**src/rtl/sync_pol_pkg.sv**
```systemverilog
// Shared defaults and helpers for the multi-channel sync polarity normaliser.
// Used by sync_pol_chan and sync_pol_norm.
package sync_pol_pkg;

  localparam int CNT_W_DEF   = 16;
  localparam int CONFIRM_DEF = 2;
  localparam int CONF_W_DEF  = $clog2(CONFIRM_DEF + 1);

  function automatic int conf_width(input int confirm);
    return $clog2(confirm + 1);
  endfunction

  // Counters up to 31 bits wide stick at all-ones instead of wrapping.
  function automatic logic [31:0] sat_inc(input logic [31:0] val, input int width);
    logic [31:0] top;
    top = (32'd1 << width) - 32'd1;
    return (val >= top) ? top : val + 32'd1;
  endfunction

endpackage

```
**src/rtl/sync_pol_chan.sv**
```systemverilog
// One sync channel: synchroniser, phase counter, polarity hysteresis and loss detection.
// Defining SYNC_POL_MEAS_EN adds active-width and period measurement.
module sync_pol_chan
  import sync_pol_pkg::*;
#(
  parameter int CNT_W   = CNT_W_DEF,
  parameter int CONFIRM = CONFIRM_DEF,
  parameter int TIMEOUT = 65535
) (
  input  logic             clk,
  input  logic             reset,
  input  logic             sync_in,
  output logic             sync_out,
  output logic             pol,
  output logic             locked,
  output logic             lost,
  output logic [CNT_W-1:0] meas_active,
  output logic [CNT_W:0]   meas_total,
  output logic             meas_valid
);

  localparam int                CONF_W    = conf_width(CONFIRM);
  localparam logic [CNT_W-1:0]  TIMEOUT_V = CNT_W'(TIMEOUT);
  localparam logic [CONF_W-1:0] CONFIRM_V = CONF_W'(CONFIRM);

  logic              s1, s2, s3;
  logic              rise, fall, edge_det, decide, cand;
  logic [CNT_W-1:0]  cnt, cnt_n, len_hi, len_hi_n, len_lo, len_lo_n;
  logic [CONF_W-1:0] conf, conf_n, conf_inc;
  logic              seen_rise, seen_rise_n, seen_fall, seen_fall_n;
  logic              pol_n, lost_n;

  assign rise     = s2 & ~s3;
  assign fall     = ~s2 & s3;
  assign edge_det = rise | fall;
  assign conf_inc = conf + CONF_W'(1);

  // An edge always beats a coincident timeout; lengths are captured before the decision.
  always_comb begin
    cnt_n       = CNT_W'(sat_inc(32'(cnt), CNT_W));
    len_hi_n    = len_hi;
    len_lo_n    = len_lo;
    seen_rise_n = seen_rise;
    seen_fall_n = seen_fall;
    conf_n      = conf;
    pol_n       = pol;
    lost_n      = lost;
    decide      = 1'b0;
    cand        = pol;
    if (edge_det) begin
      cnt_n  = '0;
      lost_n = 1'b0;
      if (rise) begin
        len_lo_n    = cnt;
        seen_rise_n = 1'b1;
      end else begin
        len_hi_n    = cnt;
        seen_fall_n = 1'b1;
      end
      decide = seen_rise_n & seen_fall_n;
      if (len_hi_n > len_lo_n) begin
        cand = 1'b1;
      end else if (len_hi_n < len_lo_n) begin
        cand = 1'b0;
      end
      if (decide) begin
        if (cand == pol) begin
          conf_n = '0;
        end else if (conf_inc == CONFIRM_V) begin
          pol_n  = cand;
          conf_n = '0;
        end else begin
          conf_n = conf_inc;
        end
      end
    end else if (cnt == TIMEOUT_V) begin
      lost_n      = 1'b1;
      seen_rise_n = 1'b0;
      seen_fall_n = 1'b0;
      conf_n      = '0;
    end
  end

  always_ff @(posedge clk or posedge reset) begin
    if (reset) begin
      s1        <= 1'b0;
      s2        <= 1'b0;
      s3        <= 1'b0;
      cnt       <= '0;
      len_hi    <= '0;
      len_lo    <= '0;
      seen_rise <= 1'b0;
      seen_fall <= 1'b0;
      conf      <= '0;
      pol       <= 1'b0;
      lost      <= 1'b0;
      locked    <= 1'b0;
      sync_out  <= 1'b0;
    end else begin
      s1        <= sync_in;
      s2        <= s1;
      s3        <= s2;
      cnt       <= cnt_n;
      len_hi    <= len_hi_n;
      len_lo    <= len_lo_n;
      seen_rise <= seen_rise_n;
      seen_fall <= seen_fall_n;
      conf      <= conf_n;
      pol       <= pol_n;
      lost      <= lost_n;
      locked    <= seen_rise_n & seen_fall_n & ~lost_n;
      sync_out  <= ~lost & (s2 ^ pol);
    end
  end

`ifdef SYNC_POL_MEAS_EN
  logic [CNT_W:0] len_sum;

  assign len_sum = {1'b0, len_hi_n} + {1'b0, len_lo_n};

  // Active width follows the polarity as updated by this same edge.
  always_ff @(posedge clk or posedge reset) begin
    if (reset) begin
      meas_active <= '0;
      meas_total  <= '0;
      meas_valid  <= 1'b0;
    end else begin
      meas_valid <= decide;
      if (decide) begin
        meas_active <= pol_n ? len_lo_n : len_hi_n;
        meas_total  <= len_sum;
      end
    end
  end
`else
  assign meas_active = '0;
  assign meas_total  = '0;
  assign meas_valid  = 1'b0;
`endif

endmodule

```
**src/rtl/sync_pol_norm.sv**
```systemverilog
// NCH independent sync polarity normalisers with flattened per-channel ports.
// Measurement outputs are live only when SYNC_POL_MEAS_EN is defined.
module sync_pol_norm
  import sync_pol_pkg::*;
#(
  parameter int NCH     = 2,
  parameter int CNT_W   = CNT_W_DEF,
  parameter int CONFIRM = CONFIRM_DEF,
  parameter int TIMEOUT = 65535
) (
  input  logic                     clk,
  input  logic                     reset,
  input  logic [NCH-1:0]           sync_in,
  output logic [NCH-1:0]           sync_out,
  output logic [NCH-1:0]           pol,
  output logic [NCH-1:0]           locked,
  output logic [NCH-1:0]           lost,
  output logic [NCH*CNT_W-1:0]     meas_active,
  output logic [NCH*(CNT_W+1)-1:0] meas_total,
  output logic [NCH-1:0]           meas_valid
);

  for (genvar i = 0; i < NCH; i++) begin : g_chan
    sync_pol_chan #(
      .CNT_W  (CNT_W),
      .CONFIRM(CONFIRM),
      .TIMEOUT(TIMEOUT)
    ) u_chan (
      .clk        (clk),
      .reset      (reset),
      .sync_in    (sync_in[i]),
      .sync_out   (sync_out[i]),
      .pol        (pol[i]),
      .locked     (locked[i]),
      .lost       (lost[i]),
      .meas_active(meas_active[i*CNT_W +: CNT_W]),
      .meas_total (meas_total[i*(CNT_W+1) +: CNT_W+1]),
      .meas_valid (meas_valid[i])
    );
  end

endmodule

```
**config.mk**
```make
export PLATFORM = sky130hd
export DESIGN_NAME = sync_pol_norm
export DESIGN_NICKNAME = d
export VERILOG_FILES = /design/src/rtl/sync_pol_pkg.sv /design/src/rtl/sync_pol_chan.sv /design/src/rtl/sync_pol_norm.sv
export SDC_FILE = /design/constraint.sdc
export NUM_CORES = 1
export LEC_CHECK = 0
export ABC_AREA = 1
export BUFFER_PORTS_ARGS = -buffer_cell sky130_fd_sc_hd__buf_2
export CAP_MARGIN = 25
export CELL_PAD_IN_SITES_DETAIL_PLACEMENT = 1
export CELL_PAD_IN_SITES_GLOBAL_PLACEMENT = 1
export CORE_MARGIN = 3
export CORE_UTILIZATION = 44
export CTS_CLUSTER_SIZE = 28
export DETAILED_ROUTE_END_ITERATION = 12
export GPL_TIMING_DRIVEN = 0
export PLACE_DENSITY_LB_ADDON = 0.1
export SETUP_SLACK_MARGIN = 0.2
export SLEW_MARGIN = 5
export SYNTH_ARGS = -nofsm -noshare
export SYNTH_HDL_FRONTEND = slang
export SYNTH_SLANG_ARGS = --single-unit
```
**constraint.sdc**
```tcl
create_clock -name clk -period 5.13 [get_ports clk]
set_input_delay 0.7695 -clock clk [delete_from_list [all_inputs] [get_ports clk]]
set_output_delay 0.7695 -clock clk [all_outputs]
set_load 0.03 [all_outputs]
```
==> impl_metrics.py, run 1 <==
metrics = {
    "place": {
        "port-buffer-count": 11,
        "dpl-instance-area_um2": 7640,
        "placement.setup.worst_slack_ns": 2.18,
        "hpwl_detailed_um": 13500,
        "finalWeightedCongestion": 0.821,
    },
    "timing": {
        "setup_violations": 0,
        "rsz0062_at_grt": "false",
        "tns_ns": 0,
        "timing.final.crit_period_ns": 2.98,
        "relSlewSlack": 0.578,
        "min_period_over_period": 0.581,
        "timing.fmax_mhz": 335,
        "worst-slew-pin-transition_ns": 0.633,
        "finalClockSkew_ns": 0.00876,
        "timing.final.hold_violations": 0,
        "slew_violations": 0,
        "post-route-worst-setup-slack_ns": 2.15,
    },
    "pwr": {
        "design_power_total_mw": 2.79,
        "power_density_nw_per_um2": 338,
        "power.switching_fraction": 0.293,
        "max-vdd-ir-drop_uv": 247,
        "intPower_mw": 1.97,
        "cellLeakagePower_nw": 4.27,
        "power.net_switching_uw": 819,
        "power_frac_seq": 0.385,
        "p_clk_frac": 0.437,
        "combPwrFrac": 0.179,
    },
    "detailed_routing": {
        "drt-vias-per-instance": 4.94,
        "vias": 5983,
        "drtPass1Iterations": 5,
        "postRouteAntennaNets": 0,
        "dr.first_iter.drc_count": 231,
        "drcViolationCount": 0,
        "detail_route.wirelength_um": 18700,
        "post_drt_wl_per_cell_um": 15.4,
    },
    "grt": {
        "number_of_antenna_violations_at_the_first_check_in_global_routing": 0,
        "grt_max_degree": 73,
        "groute.usage.overall": 0.221,
        "gr-total-overflow": 0,
        "first_pass_grt_wire_length_um": 31100,
        "grt_pass1_vias": 6298,
    },
    "setup_path": {
        "r2r_slack_ns": 2.15,
        "worst_path_largest_cell_delay_ns": 0.45,
        "critical_path_end_type": "flop",
        "critical_path.top_delay_family": "simple AND/OR/NAND/NOR gates",
        "worst_setup_path_category": "reg -> reg",
        "worst-path-buf-inv": 3,
        "worstSetupStartpointType": "flop",
        "timing.critical_path.cells": "inv_1 > ha_1 > clkbuf_1 > clkbuf_1 > o21ai_0 > ha_1 > nand4_1 > nor2_1 > nand2_1 > nand2_1 > nand2_1 > nand2_1 > nand3_1 > nand2_1",
        "timing.critical_path.slowest_stage_cell": "clkbuf_1",
        "crit_fanout": 10,
        "critical-path-top-cell-by-count": "nand2_1",
        "worst_ep_required_time_ns": 5.48,
        "crit_arrival_ns": 3.33,
    },
    "run_status": {
        "status": "complete, no violations",
    },
    "worst_hold_path": {
        "worst_hold_path_type": "reg -> reg",
    },
    "die": {
        "core_area_um2": 15400,
        "die_w_um": 132,
        "floorplan.io_pins": 80,
        "full_die_area_um2": 17600,
        "die_height_um": 132,
        "initial_core_util": 0.456,
        "rows": 45,
    },
    "yosys": {
        "yosysUniqueCellTypes": 38,
        "async_reset_ff_frac": 1.00,
        "synth_flop_cell": "dfrtp_1",
        "syn-cell-area_um2": 7040,
        "portion_of_the_post_synthesis_area_used_by_sequential_elements": 0.419,
        "synthesis.yosys.warnings": 0,
        "postSynthCellCount": 889,
        "yosys.area.top_type_share": 0.419,
        "post_synth_and_or_nand_nor_area_fraction": 0.236,
        "synth_top_family_by_area": "simple AND/OR/NAND/NOR gates",
        "synth_top_cell_by_area": "dfrtp_1",
        "post_synth_mux_area_share": 0.00427,
        "postSynthAreaPerCell_um2": 7.92,
        "synth-seq-cells": 118,
        "yosys.area_share.xor_xnor": 0.00871,
        "synth_compound_gate_area_share": 0.127,
        "synth_edf_count": 0,
        "synth_adder_area_share": 0.0675,
        "synth.top_cells.by_area": "dfrtp_1, nand2_1, buf_4",
    },
    "layout": {
        "layout.core_utilization": 0.535,
        "final_net_count": 1029,
        "insertedDiodeCount": 0,
        "area_growth_pct": 17.2,
        "layout-drive-gt1-share": 0.163,
        "final_design_area_no_fill_um2": 8250,
        "fill_cells": 2012,
    },
    "clock_tree": {
        "cts.clk_slew.worst_paths_ns": 0.05,
        "tritoncts": "built",
        "max-clock-path-buffers": 2,
        "cts-buffers-inserted": 17,
        "cts_hold_repair.buffers": 0,
        "clock_sinks": 118,
        "htree_levels": 4,
        "post-cts-setup-buffer-count": 0,
        "cts_root_buf": "clkbuf_16",
        "cts_resized": 0,
        "insertion_delay_ns": 0.42,
    },
    "job": {
        "maxCapViolCount": 0,
    },
}
## registers in the layout (all words and copies together) (netlist names)
name and cells:
g_chan.u_chan.cnt 32, g_chan.u_chan.conf 4, g_chan.u_chan.len_hi 32, g_chan.u_chan.len_lo 32
g_chan.u_chan.locked 2, g_chan.u_chan.lost 2, g_chan.u_chan.pol 2, g_chan.u_chan.s1 2
g_chan.u_chan.s2 2, g_chan.u_chan.s3 2, g_chan.u_chan.seen_fall 2, g_chan.u_chan.seen_rise 2
g_chan.u_chan.sync_out 2
## power groups by stage
stage	Clock, mW	Combinational, mW	Sequential [mW]
CTS	1.24	0.504	1.07
global route	1.27	0.564	1.09
global placement	0	0.478	1.08
floorplan	0	0.387	1.07
finish	1.22	0.498	1.07
detailed placement	0	0.495	1.09
## cells in the final DEF, fill, tap and decap left out, types with 5 or more instances in the layout
cell type and count:
nand2_1 264, dfrtp_1 118, o21ai_0 110, buf_4 76
conb_1 68, inv_1 59, nor2_1 38, ha_1 38
a21oi_1 35, clkbuf_1 30, nand3_1 18, clkbuf_16 17
o21ai_1 13, nor3_1 12, buf_2 12, inv_2 10
nand4_1 8, nor2_4 6, nand2_2 6, clkbuf_8 6
xor2_1 5, nor2_2 5, clkinv_2 5
## per-stage QoR
stage	std cells	hold slack, ns
finish	1211	0.345
detailed placement	1179	0.336
CTS	1211	0.348
floorplan	956	0.331
global placement	1178	0.332
global route	1211	0.358
## synthesized netlist by cell type, types with 8 or more instances
master      n
a21oi_1    35
buf_4      76
clkbuf_1   29
dfrtp_1   118
ha_1       38
inv_1      60
inv_2      10
nand2_1   264
nand3_1    18
nand4_1     8
nor2_1     38
nor3_1     12
o21ai_0   110
o21ai_1    13
## logic make-up (layout without fill, tap and decap cells)
logic type	Yosys count	in the layout
flops	118	118
buf+inv	179	223
fa+ha+maj	38	38
xor+xnor	7	7
compound gates	172	172
mux	3	3
other cells	1	68
simple gates	371	371
## cell type report
cell class / instances / area [um2] / area share
multi-input cells: 659 / 3380 / 0.410
flip-flops and latches: 118 / 2950 / 0.358
plain buffers: 108 / 692 / 0.0839
clock buffers: 24 / 512 / 0.0620
inverters: 71 / 272 / 0.0329
well taps: 211 / 264 / 0.0320
clock inverters: 8 / 93.8 / 0.0114
repair buffers: 12 / 82.6 / 0.0100
## path summary, 6_finish.rpt
kind	from	to	cells past startpoint
min in group asynchronous	reset	g_chan[0].u_chan.len_hi[10]	2
worst min register to register	g_chan[1].u_chan.s1	g_chan[1].u_chan.s2	0
worst max register to register	g_chan[0].u_chan.s3	g_chan[0].u_chan.conf[1]	14
max in group asynchronous	reset	g_chan[1].u_chan.len_hi[9]	3
worst min-delay path	g_chan[1].u_chan.s1	g_chan[1].u_chan.s2	0
worst max-delay path	g_chan[0].u_chan.s3	g_chan[0].u_chan.conf[1]	14
## metal layers
layer  share of wire  GRT usage  wire length, um
met2            0.53      0.399             9820
met3           0.026     0.0426              489
met4           0.022     0.0791              419
met1            0.43      0.261             7940
met5               0          0                0
Note: power is estimated with default switching activity, not from simulation.
==> run 2: changes to the inputs <==
--- a/config.mk
+++ b/config.mk
@@ -11,7 +11,7 @@
 export CELL_PAD_IN_SITES_DETAIL_PLACEMENT = 1
 export CELL_PAD_IN_SITES_GLOBAL_PLACEMENT = 1
 export CORE_MARGIN = 3
-export CORE_UTILIZATION = 44
+export CORE_UTILIZATION = 40
 export CTS_CLUSTER_SIZE = 28
 export DETAILED_ROUTE_END_ITERATION = 12
 export GPL_TIMING_DRIVEN = 0
==> constraint.sdc (replaced) <==
create_clock -name clk -period 2.4 [get_ports clk]
set_input_delay 0.36 -clock clk [delete_from_list [all_inputs] [get_ports clk]]
set_output_delay 0.36 -clock clk [all_outputs]
set_load 0.03 [all_outputs]
==> run 2 against run 1 <==
Net effect:
- setup slack lost 2.1 ns
- largest cell class unchanged
- die area grew 9.5%
- power grew 130%
- combinational power grew to 2.9 times the previous value
- largest power group unchanged
==> impl_metrics.py, run 2 (synthesis gave the netlist of run 1 again) <==
metrics = {
    "setup_path": {
        "crit_fanout": 5,
        "worst_ep_required_time_ns": 2.71,
        "worstSetupStartpointType": "flop",
        "timing.reg2reg.worst_path_depth": 14,
        "r2r_slack_ns": 0.07,
        "crit_arrival_ns": 2.64,
        "critical_path_end_type": "flop",
        "worst_setup_path_category": "reg -> reg",
        "critical_register_to_register_path_endpoint": "g_chan[0].u_chan.conf[0]",
        "timing.rr.start": "g_chan[0].u_chan.s2",
    },
    "die": {
        "rows": 47,
        "die_height_um": 139,
        "full_die_area_um2": 19200,
        "core_area_um2": 16900,
        "initial_core_util": 0.417,
        "floorplan.io_pins": 80,
        "die_w_um": 139,
    },
    "detailed_routing": {
        "drtPass1Iterations": 4,
        "drcViolationCount": 0,
        "detail_route.wirelength_um": 21600,
        "vias": 6261,
        "post_drt_wl_per_cell_um": 17.2,
        "dr.first_iter.drc_count": 259,
        "drt-vias-per-instance": 5.00,
        "postRouteAntennaNets": 0,
    },
    "timing": {
        "slew_violations": 0,
        "worst-slew-pin-transition_ns": 0.705,
        "timing.fmax_mhz": 429,
        "setup_violations": 0,
        "rsz0062_at_grt": "true",
        "relSlewSlack": 0.529,
        "timing.final.hold_violations": 0,
        "min_period_over_period": 0.971,
        "timing.final.crit_period_ns": 2.33,
        "finalClockSkew_ns": 0.00941,
        "post-route-worst-setup-slack_ns": 0.0688,
    },
    "clock_tree": {
        "htree_levels": 4,
        "tritoncts": "built",
        "cts_root_buf": "clkbuf_16",
        "cts_hold_repair.buffers": 0,
        "cts.clk_slew.worst_paths_ns": 0.06,
        "max-clock-path-buffers": 2,
        "clock_sinks": 118,
        "insertion_delay_ns": 0.43,
        "cts-buffers-inserted": 17,
    },
    "grt": {
        "groute.usage.overall": 0.212,
        "number_of_antenna_violations_at_the_first_check_in_global_routing": 0,
        "grt_pass1_vias": 6457,
        "first_pass_grt_wire_length_um": 32800,
        "grt_max_degree": 35,
        "gr-usage-met1": 0.246,
        "routing_usage_on_met2": 0.390,
        "gr-total-overflow": 0,
        "global_route_track_usage_on_met3": 0.0410,
        "grt_most_used_layer": "met2",
    },
    "layout": {
        "insertedDiodeCount": 0,
        "top_library_cells_by_usage_in_the_layout_fill_and_taps_aside": "nand2_1, dfrtp_1, buf_4, conb_1, inv_1",
        "area_growth_pct": 35.3,
        "reg.largest.list": "g_chan.u_chan.cnt (32), g_chan.u_chan.len_hi (32), g_chan.u_chan.len_lo (32)",
        "layout-drive-gt1-share": 0.316,
        "final_cell_count_no_fill": 1253,
        "layout_commonest_cell": "nand2_1",
        "final_net_count": 1062,
    },
    "worst_hold_path": {
        "hp-start": "sync_in[1]",
        "min_path_cells": 1,
        "worst_hold_path_type": "in -> reg",
        "worstHoldEndpoint": "g_chan[1].u_chan.s1",
    },
    "pwr": {
        "p_clk_frac": 0.408,
        "max-vdd-ir-drop_uv": 500,
        "intPower_mw": 4.44,
        "combPwrFrac": 0.226,
        "cellLeakagePower_nw": 4.66,
        "power.net_switching_mw": 1.95,
        "power_frac_seq": 0.366,
        "power_density_nw_per_um2": 671,
        "power.switching_fraction": 0.306,
    },
    "place": {
        "port-buffer-count": 11,
        "finalWeightedCongestion": 0.793,
        "placement.setup.worst_slack_ns": -0.510,
        "dp_cells": 1190,
        "hpwl_detailed_um": 13800,
    },
    "job": {
        "maxCapViolCount": 0,
    },
    "run_status": {
        "status": "complete, no violations",
    },
}
==> run 2: power groups by stage <==
stage               clock network, mW  registers [mW]  logic [mW]
floorplan                           0            2.29       0.829
global placement                    0            2.32        1.03
detailed placement                  0            2.32        1.06
CTS                              2.64            2.31        1.24
global route                     2.72            2.36        1.59
finish                           2.61            2.34        1.45
==> run 2: metrics by stage <==
stage	cell area, um2	setup TNS [ns]	util	hold slack (ns)	power (mW)
2_1_floorplan	7300	0	-	0.331	3.12
3_3_place_gp	7630	-38.09	0.452	0.332	3.34
3_5_place_dp	7690	-2.18	0.456	0.337	3.39
4_1_cts	8980	0	0.532	0.0285	6.19
5_1_grt	9530	-0.226	0.564	0.0222	6.67
6_report	9530	0	0.564	0.0386	6.39
==> run 2: per-layer routing <==
metal  wire, um  part of all wire
met5          0                 0
met4        576             0.027
met3        699             0.032
met2      11700              0.54
met1       8600              0.40
==> run 2: worst max-delay path by stage <==
| stage | from | endpoint | depth (start not counted) |
|---|---|---|---|
| 2_1_floorplan | g_chan[1].u_chan.s3 | g_chan[1].u_chan.conf[0] | 16 |
| 3_3_place_gp | g_chan[1].u_chan.s3 | g_chan[1].u_chan.conf[0] | 15 |
| 3_5_place_dp | g_chan[1].u_chan.s3 | g_chan[1].u_chan.conf[0] | 15 |
| 6_report | g_chan[0].u_chan.s2 | g_chan[0].u_chan.conf[0] | 14 |
| 4_1_cts | g_chan[1].u_chan.s3 | g_chan[1].u_chan.conf[0] | 15 |
| 5_1_grt | g_chan[0].u_chan.s3 | g_chan[0].u_chan.conf[0] | 17 |
==> run 2: critical path, stage by stage, from the launching register on <==
cell,delay [ns]
dfrtp_1,0.42
ha_4,0.20
clkbuf_16,0.16
clkbuf_8,0.17
o21ai_4,0.19
ha_4,0.23
a21o_1,0.16
nand3_1,0.06
a21oi_1,0.07
nor2_2,0.18
nand2_2,0.11
nand2_2,0.08
nand2_2,0.07
nand3_2,0.07
nand2_1,0.05
==> run 2: layout make-up <==
type                    count  area (um2)
multi-input cells         659        4080
fillers                  2028        7350
clock buffers              22         464
clock inverters            10         128
plain buffers             108         932
inverters                  71         270
repair buffers             45         425
flip-flops and latches    118        2950
well taps                 220         275
==> run 2: what timing repair did <==
item,CTS,global route
buffers inserted,10,11
setup endpoints to repair,8,17
pin swaps,26,40
gates resized for setup,154,103
gates cloned,8,2
